### src/rtl/md_pkg.sv
// Shared MD definitions: transfer legality, byte-count width and the packer FSM states.
package md_pkg;

  // Packer control states: empty, partially filled, flush waiting for the output register.
  typedef enum logic [1:0] {
    IDLE  = 2'd0,
    ACCUM = 2'd1,
    FLUSH = 2'd2
  } md_state_e;

  // Width of a byte count that must represent 0..nb inclusive.
  function automatic int md_cnt_w(input int nb);
    return $clog2(nb) + 1;
  endfunction

  // A transfer is usable only if it carries at least one byte and stays inside the word.
  function automatic logic md_legal(input int unsigned offset,
                                    input int unsigned size,
                                    input int unsigned nb);
    return (size != 0) && ((offset + size) <= nb);
  endfunction

endpackage

### src/rtl/md_lane_shifter.sv
// Combinational byte-lane extractor: appends lanes offset..offset+size-1 of the incoming
// word after the first `fill` bytes of the accumulator. The result is a double-width
// window: `lo` is the (possibly completed) word, `hi` holds the overflow bytes.
module md_lane_shifter
  import md_pkg::*;
#(
  parameter int DATA_W = 32
) (
  input  logic [DATA_W-1:0]               in_data,
  input  logic [$clog2(DATA_W/8)-1:0]     offset,
  input  logic [$clog2(DATA_W/8):0]       size,
  input  logic [DATA_W-1:0]               acc,
  input  logic [$clog2(DATA_W/8)-1:0]     fill,
  output logic [DATA_W-1:0]               lo,
  output logic [DATA_W-1:0]               hi
);

  localparam int NB = DATA_W / 8;

  logic [7:0] win [2*NB];
  int         f;
  int         o;
  int         s;

  // Build the 2*NB byte window: accumulator bytes first, then the selected input lanes.
  always_comb begin
    f = int'(fill);
    o = int'(offset);
    s = int'(size);
    for (int p = 0; p < 2*NB; p++) begin
      win[p] = 8'h00;
    end
    for (int p = 0; p < NB; p++) begin
      if (p < f) begin
        win[p] = acc[8*p +: 8];
      end
    end
    for (int p = 0; p < 2*NB; p++) begin
      for (int l = 0; l < NB; l++) begin
        if ((p >= f) && (p < f + s) && (l + f == p + o)) begin
          win[p] = in_data[8*l +: 8];
        end
      end
    end
  end

  // Split the window into the current word and the leftover bytes.
  always_comb begin
    lo = '0;
    hi = '0;
    for (int p = 0; p < NB; p++) begin
      lo[8*p +: 8] = win[p];
      hi[8*p +: 8] = win[p+NB];
    end
  end

endmodule

### src/rtl/md_byte_packer.sv
// MD byte packer: gathers variable-offset/variable-size MD transfers into dense
// little-endian words, with a flush request to emit a partial word.
// Optional statistics counters are enabled by defining MD_BYTE_PACKER_STATS_EN.
module md_byte_packer
  import md_pkg::*;
#(
  parameter int ALGN_DATA_WIDTH = 32
) (
  input  logic                                   clk,
  input  logic                                   reset_n,
  input  logic                                   md_rx_valid,
  input  logic [ALGN_DATA_WIDTH-1:0]             md_rx_data,
  input  logic [$clog2(ALGN_DATA_WIDTH/8)-1:0]   md_rx_offset,
  input  logic [$clog2(ALGN_DATA_WIDTH/8):0]     md_rx_size,
  output logic                                   md_rx_ready,
  output logic                                   md_rx_err,
  input  logic                                   flush,
  output logic                                   out_valid,
  output logic [ALGN_DATA_WIDTH-1:0]             out_data,
  output logic [$clog2(ALGN_DATA_WIDTH/8):0]     out_bytes,
  input  logic                                   out_ready,
  output logic [15:0]                            cnt_words,
  output logic [15:0]                            cnt_err
);

  localparam int NB = ALGN_DATA_WIDTH / 8;
  localparam int OW = $clog2(NB);
  localparam int CW = md_cnt_w(NB);

  md_state_e                  state;
  md_state_e                  state_next;
  logic [ALGN_DATA_WIDTH-1:0] acc;
  logic [ALGN_DATA_WIDTH-1:0] acc_next;
  logic [OW-1:0]              fill;
  logic [OW-1:0]              fill_next;
  logic [ALGN_DATA_WIDTH-1:0] shift_lo;
  logic [ALGN_DATA_WIDTH-1:0] shift_hi;
  logic [CW:0]                sum;
  logic                       legal;
  logic                       take;
  logic                       complete;
  logic                       out_free;
  logic                       flush_pending;
  logic                       load_word;
  logic [ALGN_DATA_WIDTH-1:0] ld_data;
  logic [CW-1:0]              ld_bytes;

  assign legal         = md_legal(32'(md_rx_offset), 32'(md_rx_size), NB);
  assign md_rx_err     = md_rx_valid & ~legal;
  assign out_free      = ~out_valid | out_ready;
  assign flush_pending = (state == FLUSH);
  assign md_rx_ready   = reset_n & out_free & ~flush_pending & ~flush;
  assign take          = md_rx_valid & md_rx_ready & legal;
  assign sum           = (CW+1)'(fill) + (CW+1)'(md_rx_size);
  assign complete      = (sum >= (CW+1)'(NB));

  md_lane_shifter #(
    .DATA_W (ALGN_DATA_WIDTH)
  ) u_shifter (
    .in_data (md_rx_data),
    .offset  (md_rx_offset),
    .size    (md_rx_size),
    .acc     (acc),
    .fill    (fill),
    .lo      (shift_lo),
    .hi      (shift_hi)
  );

  // Next-state logic: accumulate/complete words, or resolve a pending flush.
  always_comb begin
    state_next = state;
    acc_next   = acc;
    fill_next  = fill;
    load_word  = 1'b0;
    ld_data    = acc;
    ld_bytes   = '0;
    case (state)
      FLUSH: begin
        if (fill == '0) begin
          state_next = flush ? FLUSH : IDLE;
        end else if (out_free) begin
          load_word  = 1'b1;
          ld_data    = acc;
          ld_bytes   = CW'(fill);
          acc_next   = '0;
          fill_next  = '0;
          state_next = flush ? FLUSH : IDLE;
        end
      end
      default: begin
        if (take) begin
          if (complete) begin
            load_word = 1'b1;
            ld_data   = shift_lo;
            ld_bytes  = CW'(NB);
            acc_next  = shift_hi;
            fill_next = OW'(sum - (CW+1)'(NB));
          end else begin
            acc_next  = shift_lo;
            fill_next = OW'(sum);
          end
        end
        if (flush) begin
          state_next = FLUSH;
        end else begin
          state_next = (fill_next != '0) ? ACCUM : IDLE;
        end
      end
    endcase
  end

  // State, fill level and accumulator registers.
  always_ff @(posedge clk) begin
    if (!reset_n) begin
      state <= IDLE;
      fill  <= '0;
      acc   <= '0;
    end else begin
      state <= state_next;
      fill  <= fill_next;
      acc   <= acc_next;
    end
  end

  // Output register: held until accepted, reloadable in the accepting cycle.
  always_ff @(posedge clk) begin
    if (!reset_n) begin
      out_valid <= 1'b0;
      out_data  <= '0;
      out_bytes <= '0;
    end else if (load_word) begin
      out_valid <= 1'b1;
      out_data  <= ld_data;
      out_bytes <= ld_bytes;
    end else if (out_ready) begin
      out_valid <= 1'b0;
    end
  end

`ifdef MD_BYTE_PACKER_STATS_EN
  logic [15:0] cnt_words_q;
  logic [15:0] cnt_err_q;
  logic        bad_xfer;

  assign bad_xfer  = md_rx_valid & md_rx_ready & ~legal;
  assign cnt_words = cnt_words_q;
  assign cnt_err   = cnt_err_q;

  // Saturating counts of emitted words and dropped illegal transfers.
  always_ff @(posedge clk) begin
    if (!reset_n) begin
      cnt_words_q <= '0;
      cnt_err_q   <= '0;
    end else begin
      if (load_word && (cnt_words_q != 16'hFFFF)) begin
        cnt_words_q <= cnt_words_q + 16'd1;
      end
      if (bad_xfer && (cnt_err_q != 16'hFFFF)) begin
        cnt_err_q <= cnt_err_q + 16'd1;
      end
    end
  end
`else
  assign cnt_words = 16'd0;
  assign cnt_err   = 16'd0;
`endif

endmodule

### config.mk
export PLATFORM = sky130hd
export DESIGN_NAME = md_byte_packer
export DESIGN_NICKNAME = d
export VERILOG_FILES = /design/src/rtl/md_pkg.sv /design/src/rtl/md_lane_shifter.sv /design/src/rtl/md_byte_packer.sv
export SDC_FILE = /design/constraint.sdc
export NUM_CORES = 1
export LEC_CHECK = 0
export ABC_AREA = 0
export CORE_MARGIN = 10
export CORE_UTILIZATION = 28
export DETAILED_ROUTE_END_ITERATION = 7
export SYNTH_ARGS = -nofsm -noshare
export SYNTH_HDL_FRONTEND = slang
export SYNTH_HIERARCHICAL = 1
export SYNTH_SLANG_ARGS = --single-unit
### constraint.sdc
create_clock -name clk -period 7.33 [get_ports clk]
set_input_delay 0.733 -clock clk [delete_from_list [all_inputs] [get_ports clk]]
set_output_delay 0.733 -clock clk [all_outputs]
set_load 0.01 [all_outputs]
; ---- Word level (Yosys, flattened, before mapping)
; Index checks and enable logic that the tools add are counted.
[totals]
regBits = 72
wordCells = 193
out_inout_bits = 70
in_bits = 42
[op_classes]
n_reduce_logical = 43
add_sub_neg = 14
order_cmp = 16
eq_ne = 36
muxes = 67
bitwise = 11
[op_table]
columns = operator, count
row1 = $eq 32x32->1, 21
row2 = $mux 8, 35
row3 = $mux 32, 8
row4 = $eq 3x32->1, 7
row5 = $lt 4x32->1 const A, 4
row6 = $eq 32x3->1, 3
row7 = $lt 3x32->1 const A, 2
row8 = $logic_and 1x1->1, 36
row9 = $lt 1x32->1 const A, 1
row10 = $lt 2x32->1 const A, 1
row11 = $mux 2, 13
row12 = $add 3x2->4 const A, 4
row13 = $add 2x2->3 const A, 4
row14 = $add 2x3->4, 3
row15 = $mux 3, 3
row16 = $mux 1, 8
row17 = $add 1x2->3 const A, 2
row18 = $and 1x1->1, 6
row19 = $reduce_bool 2->1, 3
row20 = $ge 1x2->1 const A, 2
row21 = $ge 4x3->1 const B, 1
row22 = $le 4x3->1 const B, 1
row23 = $lt 1x2->1 const A, 2
row24 = $ne 2x2->1 const B, 2
row25 = 12 further kinds, 15

; ---- Longest topological paths before layout
; Gate-level depths: netlist of run 1.
[depth]
word_depth = 13
mapped_depth = 14
ltp_nobuf = 12

; ---- Modules after synthesis
; The synthesis of run 1 kept the hierarchy.
[by_module_without_submodules]
columns = module, cells_per_inst, instances, seq_area_each_um2, area_per_inst_um2
row1 = md_byte_packer, 445, 1, 1441.4, 4145.2
row2 = md_lane_shifter, 397, 1, 0.0, 2531.2

; ---- Worst setup path after synthesis of run 1
; No wires, ideal clock.
[synth_timing]
kind = input to output
from = input md_rx_offset[0]
to = output md_rx_err
path_buffers = 2
t_arrival_ps = 2488
path_stages = 9
setup_slack_ps = 4109
required_ps = 6597
cell_sequence = ha_1 inv_1 fa_1 nand2b_1 a21oi_1 o21ai_0 clkbuf_1 clkbuf_1 and2_1
[synth_via]
elab_chain_len = 5
[synth_rtl]
columns = element, line
row1 = "start, declared", md_byte_packer.sv:13  ; input logic [$clog2(ALGN_DATA_WIDTH/8)-1:0] md_rx_offset,
row2 = $add 2x3->4, md_pkg.sv:20  ; return (size != 0) && ((offset + size) <= nb);
row3 = $le 4x3->1, md_pkg.sv:20
row4 = $logic_and 1x1->1, md_pkg.sv:20
row5 = $not 1->1, md_byte_packer.sv:49  ; assign md_rx_err = md_rx_valid & ~legal;
row6 = $and 1x1->1, md_byte_packer.sv:49
row7 = "end, declared", md_byte_packer.sv:16  ; output logic md_rx_err,
; No other way between the ends.

; ---- Worst setup path after layout of run 1
[layout_timing]
from = input md_rx_size[0]
to = register acc[0]
[layout_via]
elab_cells_between_ends = 32
classes_between = add/sub: 3 / order compare: 4 / mux: 11 / bitwise: 1 / reduce/logical: 13
[layout_rtl]
columns = element, line
row1 = "start, declared", md_byte_packer.sv:14  ; input logic [$clog2(ALGN_DATA_WIDTH/8):0] md_rx_size,
row2 = $add 2x3->4 (*), md_lane_shifter.sv:40  ; if ((p >= f) && (p < f + s) && (l + f == p + o)) begin
row3 = $lt 4x32->1 (*), md_lane_shifter.sv:40
row4 = $logic_and 1x1->1, md_lane_shifter.sv:40
row5 = $mux 8 (3 in a row), md_lane_shifter.sv:40
row6 = $mux 8 (*), md_lane_shifter.sv:40
row7 = named net shift_hi[0], md_byte_packer.sv:37  ; logic [ALGN_DATA_WIDTH-1:0] shift_hi;
row8 = $mux 32 (*), md_byte_packer.sv:92  ; if (complete) begin
row9 = $mux 32 (*), md_byte_packer.sv:91  ; if (take) begin
row10 = $mux 32 (*), md_byte_packer.sv:77  ; case (state)
row11 = "end signal, assigned", md_byte_packer.sv:121  ; acc <= acc_next;
row12 = "end, declared", md_byte_packer.sv:32  ; logic [ALGN_DATA_WIDTH-1:0] acc;
; The timed path passes the listed nets; every way through them passes the cells marked *. The select of a mux whose other input is x is not followed.
; A chain may end at the register's enable or synchronous reset.

==> results of run 1 <==
## worst max path at each step
stage	startpoint	to	cells after the start
after floorplan	md_rx_offset[0]	md_rx_err	9
final	md_rx_size[0]	acc[0]$_SDFFE_PN0P_	12
after detailed placement	md_rx_size[0]	acc[3]$_SDFFE_PN0P_	12
after global placement	md_rx_size[0]	acc[4]$_SDFFE_PN0P_	12
after CTS	md_rx_size[2]	md_rx_err	8
after global routing	md_rx_size[0]	acc[0]$_SDFFE_PN0P_	12
## power breakdown
group          leakage, nW  internal, mW  total (mW)  switching (mW)
logic                 1.95         0.127       0.360           0.233
registers            0.582         0.403       0.413          0.0100
clock network        0.134         0.236       0.413           0.177
total                 2.67         0.766        1.19           0.420
## metrics by stage
stage,power [mW],setup WS (ns)
3_3_place_gp,0.767,2.61
4_1_cts,1.19,2.75
5_1_grt,1.23,2.46
6_report,1.19,2.56
3_5_place_dp,0.769,2.45
2_1_floorplan,0.666,4.11
## critical path, stage by stage
cell             delay (ns)
clkdlybuf4s50_1        0.54
ha_1                   0.22
inv_1                  0.07
fa_1                   0.47
nand2b_1               0.19
a21boi_0               1.15
o21ai_0                0.70
nor2_1                 0.29
nor2b_1                0.15
a211oi_1               0.07
a211oi_1               0.31
o22a_1                 0.18
## cells in the mapped netlist, types with 5 or more instances
cell       count  share of area
buf_4         35          0.039
nand2b_1       6         0.0056
o41ai_1       29          0.038
a221oi_1       7         0.0092
a21o_1         5         0.0056
a32o_1         8          0.012
a32oi_1        5         0.0066
ha_1          21          0.039
nand3_1       14          0.010
o22a_1        24          0.031
o21ai_0       33          0.025
nor4_1         6         0.0056
a211oi_1      46          0.052
dfxtp_1       72           0.22
clkbuf_1      60          0.034
a22o_1        11          0.014
a21oi_1       56          0.042
buf_1         11         0.0062
nor2_1        50          0.028
a222oi_1      16          0.024
nand3b_1       9          0.010
nand2_1       46          0.026
nor2b_1       25          0.023
inv_1         24          0.013
o22ai_1       17          0.016
o2bb2ai_1     11          0.014
a22oi_1       32          0.036
buf_2         18          0.013
and3_1        11          0.010
mux2i_1       76           0.11
## cell families after synthesis
group | count (synthesis)
AOI/OAI and AO/OA | 323
xor gates and xnor gates | 7
adders and majority gates | 24
buffers and inverters | 152
DFF | 72
muxes | 78
other | 1
and+or+nand+nor | 185
## cell type report
cell class | count | area, sq um | area share
clock buffer | 10 | 239 | 0.0309
clock inverter | 6 | 35.0 | 0.00453
inverter | 26 | 97.6 | 0.0126
multi-input combinational | 649 | 4620 | 0.598
sequential | 72 | 1440 | 0.186
tap | 319 | 399 | 0.0516
timing repair buffer | 93 | 896 | 0.116
## routing by layer
metal / vias up / GRT usage / wire, um
met5: - / 0 / 0
met4: 0 / 0.0698 / 979
met3: 74 / 0.0342 / 2450
met2: 405 / 0.268 / 12200
met1: 3336 / 0.211 / 11300
li1: 3180 / - / -
## flip-flops by register name (all words and copies together), names as in the netlist
| name | count |
|---|---|
| out_valid | 1 |
| fill | 2 |
| state | 2 |
| out_data | 32 |
| out_bytes | 3 |
| acc | 32 |
==> impl_metrics.env, run 1 <==
export IMPL_relSlewSlack=0.0182
export IMPL_wl_per_cell_um=23.0
export IMPL_cts_hold_buf=0
export IMPL_fp_dieArea_sq_mm=0.0304
export IMPL_cts_setup_buffers=0
export IMPL_grt_pass1_vias=6602
export IMPL_die_w_um=174
export IMPL_die_h_um=174
export IMPL_max_freq_mhz=209
export IMPL_synth_xor_area_share=0.0103
export IMPL_grt_util_all_layers=0.166
export IMPL_place_congestion=0.967
export IMPL_final_cell_mix="clkdlybuf4s50_1 (79), mux2i_1 (76), dfxtp_1 (72)"
export IMPL_vdd_drop_max_mv=0.108
export IMPL_drc=0
export IMPL_globalRouteOverflowTotal=0
export IMPL_synth_cells=842
export IMPL_start_kind="primary input"
export IMPL_stdcell_area_sq_mm=0.00773
export IMPL_grt_start_max_net_pins=45
export IMPL_avgSynthCellArea_sq_um=7.93
export IMPL_rows=56
export IMPL_synth_adder_area_share=0.0484
export IMPL_fin_crit_sh=0.651
export IMPL_hold_class="register to register"
export IMPL_clk_latency_ns=0.34
export IMPL_syn_area_sq_mm=0.00668
export IMPL_drtAntennaViolNets=0
export IMPL_synthMuxAreaShare=0.117
export IMPL_synth_edf_count=0
export IMPL_min_path_cells=2
export IMPL_ioPinCount=112
export IMPL_setup_tns_ns=0
export IMPL_cts_clk_slew_worst_paths_ns=0.06
export IMPL_cts_htree_levels=3
export IMPL_drtPass1Iterations=7
export IMPL_num_antenna_cells=0
export IMPL_r2r_end="acc[0]$_SDFFE_PN0P_"
export IMPL_synth_compound_area_share=0.356
export IMPL_ff2ff_setup_slack_ns=2.69
export IMPL_fin_crit_ns=4.77
export IMPL_fin_nets=917
export IMPL_synth_seq_area_share=0.216
export IMPL_rsz0062_at_grt="no"
export IMPL_start_util=0.284
export IMPL_min_to="out_bytes[2]$_SDFFE_PN0P_"
export IMPL_coreArea_sq_mm=0.0235
export IMPL_final_cells=1175
export IMPL_grt_antenna_before_repair=0
export IMPL_synth_top_family_by_area="compound AO/OA/AOI/OAI gates"
export IMPL_cts_resized=0
export IMPL_timing_rr_start="fill[0]$_SDFFE_PN0P_"
export IMPL_ys_ff_latch=72
export IMPL_io_buffers=79
export IMPL_maxCapViolations=0
export IMPL_synthSimpleGateAreaFrac=0.141
export IMPL_fill_cells=2514
export IMPL_power_density_mw_per_mm2=153
export IMPL_ys_async_sr_fraction=0
export IMPL_worstSetupPathType="primary input to register"
export IMPL_final_util=0.329
export IMPL_whs_ns=0.455
export IMPL_outcome="complete, no violations"
export IMPL_viasPerCell=5.95
export IMPL_clkSinkCount=72
export IMPL_cts_root_buf="clkbuf_16"
export IMPL_num_vias=6995
export IMPL_slew_violations=0
export IMPL_cts_buffers_inserted=9
export IMPL_min_from="out_bytes[2]$_SDFFE_PN0P_"
export IMPL_drt_iter0_drc=1045
export IMPL_crit_required_ns=7.62
export IMPL_dpl_cell_area_sq_mm=0.00746
export IMPL_worst_slew_pin_slew_ns=1.46
export IMPL_final_hold_violation_count=0
export IMPL_final_common_cell="clkdlybuf4s50_1"
export IMPL_setup_violations_final=0
export IMPL_cts_buffer_depth=2
export IMPL_yosys_warnings=6
export IMPL_finClkSkew_ns=0.00547
export IMPL_crit_fanout=12
export IMPL_grt_pass1_wl_um=40100
export IMPL_synthFlopType="dfxtp_1"
export IMPL_cts_tree="done"
export IMPL_syn_to_final_growth_pct=15.8
export IMPL_dpl_hpwl_um=19100
export IMPL_critPathArrivalTime_ns=5.06
export IMPL_finalWirelength_um=27000
export IMPL_drive_gt1_frac=0.0584
export IMPL_reg2reg_depth=11
export IMPL_worst_setup_path_end_kind="register"
export IMPL_dp_cells=1159
export IMPL_ys_types=68
export IMPL_leakagePower_nw=2.67
Power figures use the tool's default switching activity.
==> inputs of run 2 (changes only) <==
- clock period: 7.33 -> 4.4 ns (I/O delays scaled with it)
==> run 2 against run 1 <==
Net effect:
- non-clock buffer count increased by 10
- clock skew increased by 0.0012 ns
- die area unchanged
- via count increased by 0.29%
- final cell count increased by 0.77%
- sequential share of layout area decreased by 0.21 points
- clock power increased by 81%
- total power increased by 72%
- routed wire length increased by 2.2%
- combinational power increased by 69%
- critical endpoint is now md_rx_err
- largest power group is now the clock network
==> impl_metrics.env, run 2 (same netlist as run 1, synthesis figures left out) <==
export IMPL_ff2ff_setup_slack_ns=1.01
export IMPL_place_ws_ns=0.645
export IMPL_cts_clk_slew_worst_paths_ns=0.06
export IMPL_leakagePower_nw=2.72
export IMPL_io_buffers=79
export IMPL_fill_cells=2498
export IMPL_path_delay_family="buffers and inverters"
export IMPL_crit_fanout=5
export IMPL_start_util=0.284
export IMPL_fp_dieArea_sq_mm=0.0304
export IMPL_drt_iter0_drc=844
export IMPL_die_h_um=174
export IMPL_intPower_mw=1.34
export IMPL_cts_resized=0
export IMPL_swShare=0.344
export IMPL_grt_pass1_wl_um=41300
export IMPL_viasPerCell=5.92
export IMPL_timing_rr_start="fill[0]$_SDFFE_PN0P_"
export IMPL_cp_buffers_inverters=3
export IMPL_p_sw_mw=0.702
export IMPL_grt_util_all_layers=0.172
export IMPL_max_stage_delay_ns=0.71
export IMPL_critPathSlowestCell="clkdlybuf4s50_1"
export IMPL_num_vias=7015
export IMPL_drc=0
export IMPL_cts_buffers_inserted=9
export IMPL_min_to="acc[26]$_SDFFE_PN0P_"
export IMPL_multi_input_area_sq_mm=0.00462
export IMPL_fin_crit_sh=0.789
export IMPL_clkSinkCount=72
export IMPL_crit_required_ns=3.96
export IMPL_rsz0062_at_grt="no"
export IMPL_final_util=0.333
export IMPL_cts_root_buf="clkbuf_16"
export IMPL_rows=56
export IMPL_dpl_cell_area_sq_mm=0.00753
export IMPL_cts_htree_levels=3
export IMPL_p_total_mw=2.04
export IMPL_slew_violations=0
export IMPL_hold_class="register to register"
export IMPL_cts_buffer_depth=2
export IMPL_cts_hold_buf=0
export IMPL_power_frac_seq=0.336
export IMPL_drive_gt1_frac=0.0659
export IMPL_fin_nets=927
export IMPL_setup_tns_ns=0
export IMPL_coreArea_sq_mm=0.0235
export IMPL_final_cell_mix="clkdlybuf4s50_1 (79), mux2i_1 (76), dfxtp_1 (72)"
export IMPL_power_density_mw_per_mm2=261
export IMPL_p_comb_frac=0.297
export IMPL_finalWirelength_um=27600
export IMPL_grt_pass1_vias=6799
export IMPL_drtAntennaViolNets=0
export IMPL_fin_crit_ns=3.47
export IMPL_dp_cells=1169
export IMPL_final_common_cell="clkdlybuf4s50_1"
export IMPL_finClkSkew_ns=0.00666
export IMPL_wl_per_cell_um=23.3
export IMPL_p_clk_frac=0.367
export IMPL_whs_ns=0.465
export IMPL_grt_antenna_before_repair=0
export IMPL_num_antenna_cells=0
export IMPL_stdcell_area_sq_mm=0.00782
export IMPL_cts_tree="done"
export IMPL_r2r_end="acc[8]$_SDFFE_PN0P_"
export IMPL_place_congestion=0.955
export IMPL_worstSetupPathType="primary input to output pin"
export IMPL_min_path_cells=2
export IMPL_outcome="complete, no violations"
export IMPL_final_cells=1184
export IMPL_reg_top3="acc x32, out_data x32, out_bytes x3"
export IMPL_start_kind="primary input"
export IMPL_syn_to_final_growth_pct=17.2
export IMPL_cpMostUsedCell="clkdlybuf4s50_1"
export IMPL_setup_violations_final=0
export IMPL_clk_latency_ns=0.35
export IMPL_worst_slew_pin_slew_ns=1.09
export IMPL_crit_chain="clkdlybuf4s50_1 -> ha_1 -> inv_1 -> fa_1 -> nand2b_1 -> a21oi_1 -> o21ai_2 -> and2_1 -> clkdlybuf4s50_1"
export IMPL_final_hold_violation_count=0
export IMPL_reg2reg_depth=12
export IMPL_relSlewSlack=0.271
export IMPL_worst_setup_path_end_kind="output pin"
export IMPL_cts_setup_buffers=0
export IMPL_ioPinCount=112
export IMPL_vdd_drop_max_mv=0.197
export IMPL_dpl_hpwl_um=19400
export IMPL_maxCapViolations=0
export IMPL_max_freq_mhz=288
export IMPL_grt_start_max_net_pins=43
export IMPL_ff_latch_area_sq_mm=0.00144
export IMPL_globalRouteOverflowTotal=0
export IMPL_critPathArrivalTime_ns=3.03
export IMPL_die_w_um=174
export IMPL_drtPass1Iterations=6
export IMPL_setup_ws_ns=0.929
export IMPL_min_from="acc[26]$_SDFFE_PN0P_"
## run 2: cell count changes in the layout (fill, tap and decap cells not counted), sizes merged
cell	delta
buf	+10
clkinv	-3
bufinv	+1
clkinvlp	-1
clkbuf	+2
## run 2: metal layers
layer  global-route usage  routed length, um  up-vias
met5                    0                  0        -
met3               0.0420               2560       67
li1                     -                  -     3199
met1                0.223              11900     3337
met2                0.269              12300      412
met4               0.0659                839        0
## run 2: cell type report
type	count	area share
clock buffers	12	0.0315
clock inverters	3	0.00544
inverters	26	0.0125
multi-input cells	649	0.591
flip-flops and latches	72	0.184
well taps	319	0.0510
repair buffers	103	0.124
## run 2: worst max path at each step
stage / startpoint / endpoint / slack, ns / cells after the start
3_3_place_gp: md_rx_offset[0] / acc[13]$_SDFFE_PN0P_ / 0.67 / 11
2_1_floorplan: fill[1]$_SDFFE_PN0P_ / acc[5]$_SDFFE_PN0P_ / 1.45 / 11
3_5_place_dp: md_rx_size[0] / acc[4]$_SDFFE_PN0P_ / 0.64 / 12
5_1_grt: md_rx_size[0] / acc[7]$_SDFFE_PN0P_ / 0.65 / 12
6_report: md_rx_offset[0] / md_rx_err / 0.93 / 9
4_1_cts: md_rx_offset[0] / md_rx_err / 0.91 / 9
## run 2: worst register-to-register path: cells and delay by family, from the launching register on
family	cells	cell delay, ns
buffers and inverters	3	0.65
AO/OA/AOI/OAI	4	0.83
flip-flops	1	0.33
adder cells (fa/ha/maj)	2	0.70
AND/OR/NAND/NOR	2	0.69
multiplexers	1	0.13
## run 2: power groups by stage
stage	clock (mW)	sequential, mW	combinational (mW)
2_1_floorplan	0	0.699	0.411
3_3_place_gp	0	0.700	0.585
3_5_place_dp	0	0.700	0.587
4_1_cts	0.764	0.686	0.590
5_1_grt	0.785	0.688	0.647
6_report	0.749	0.686	0.608
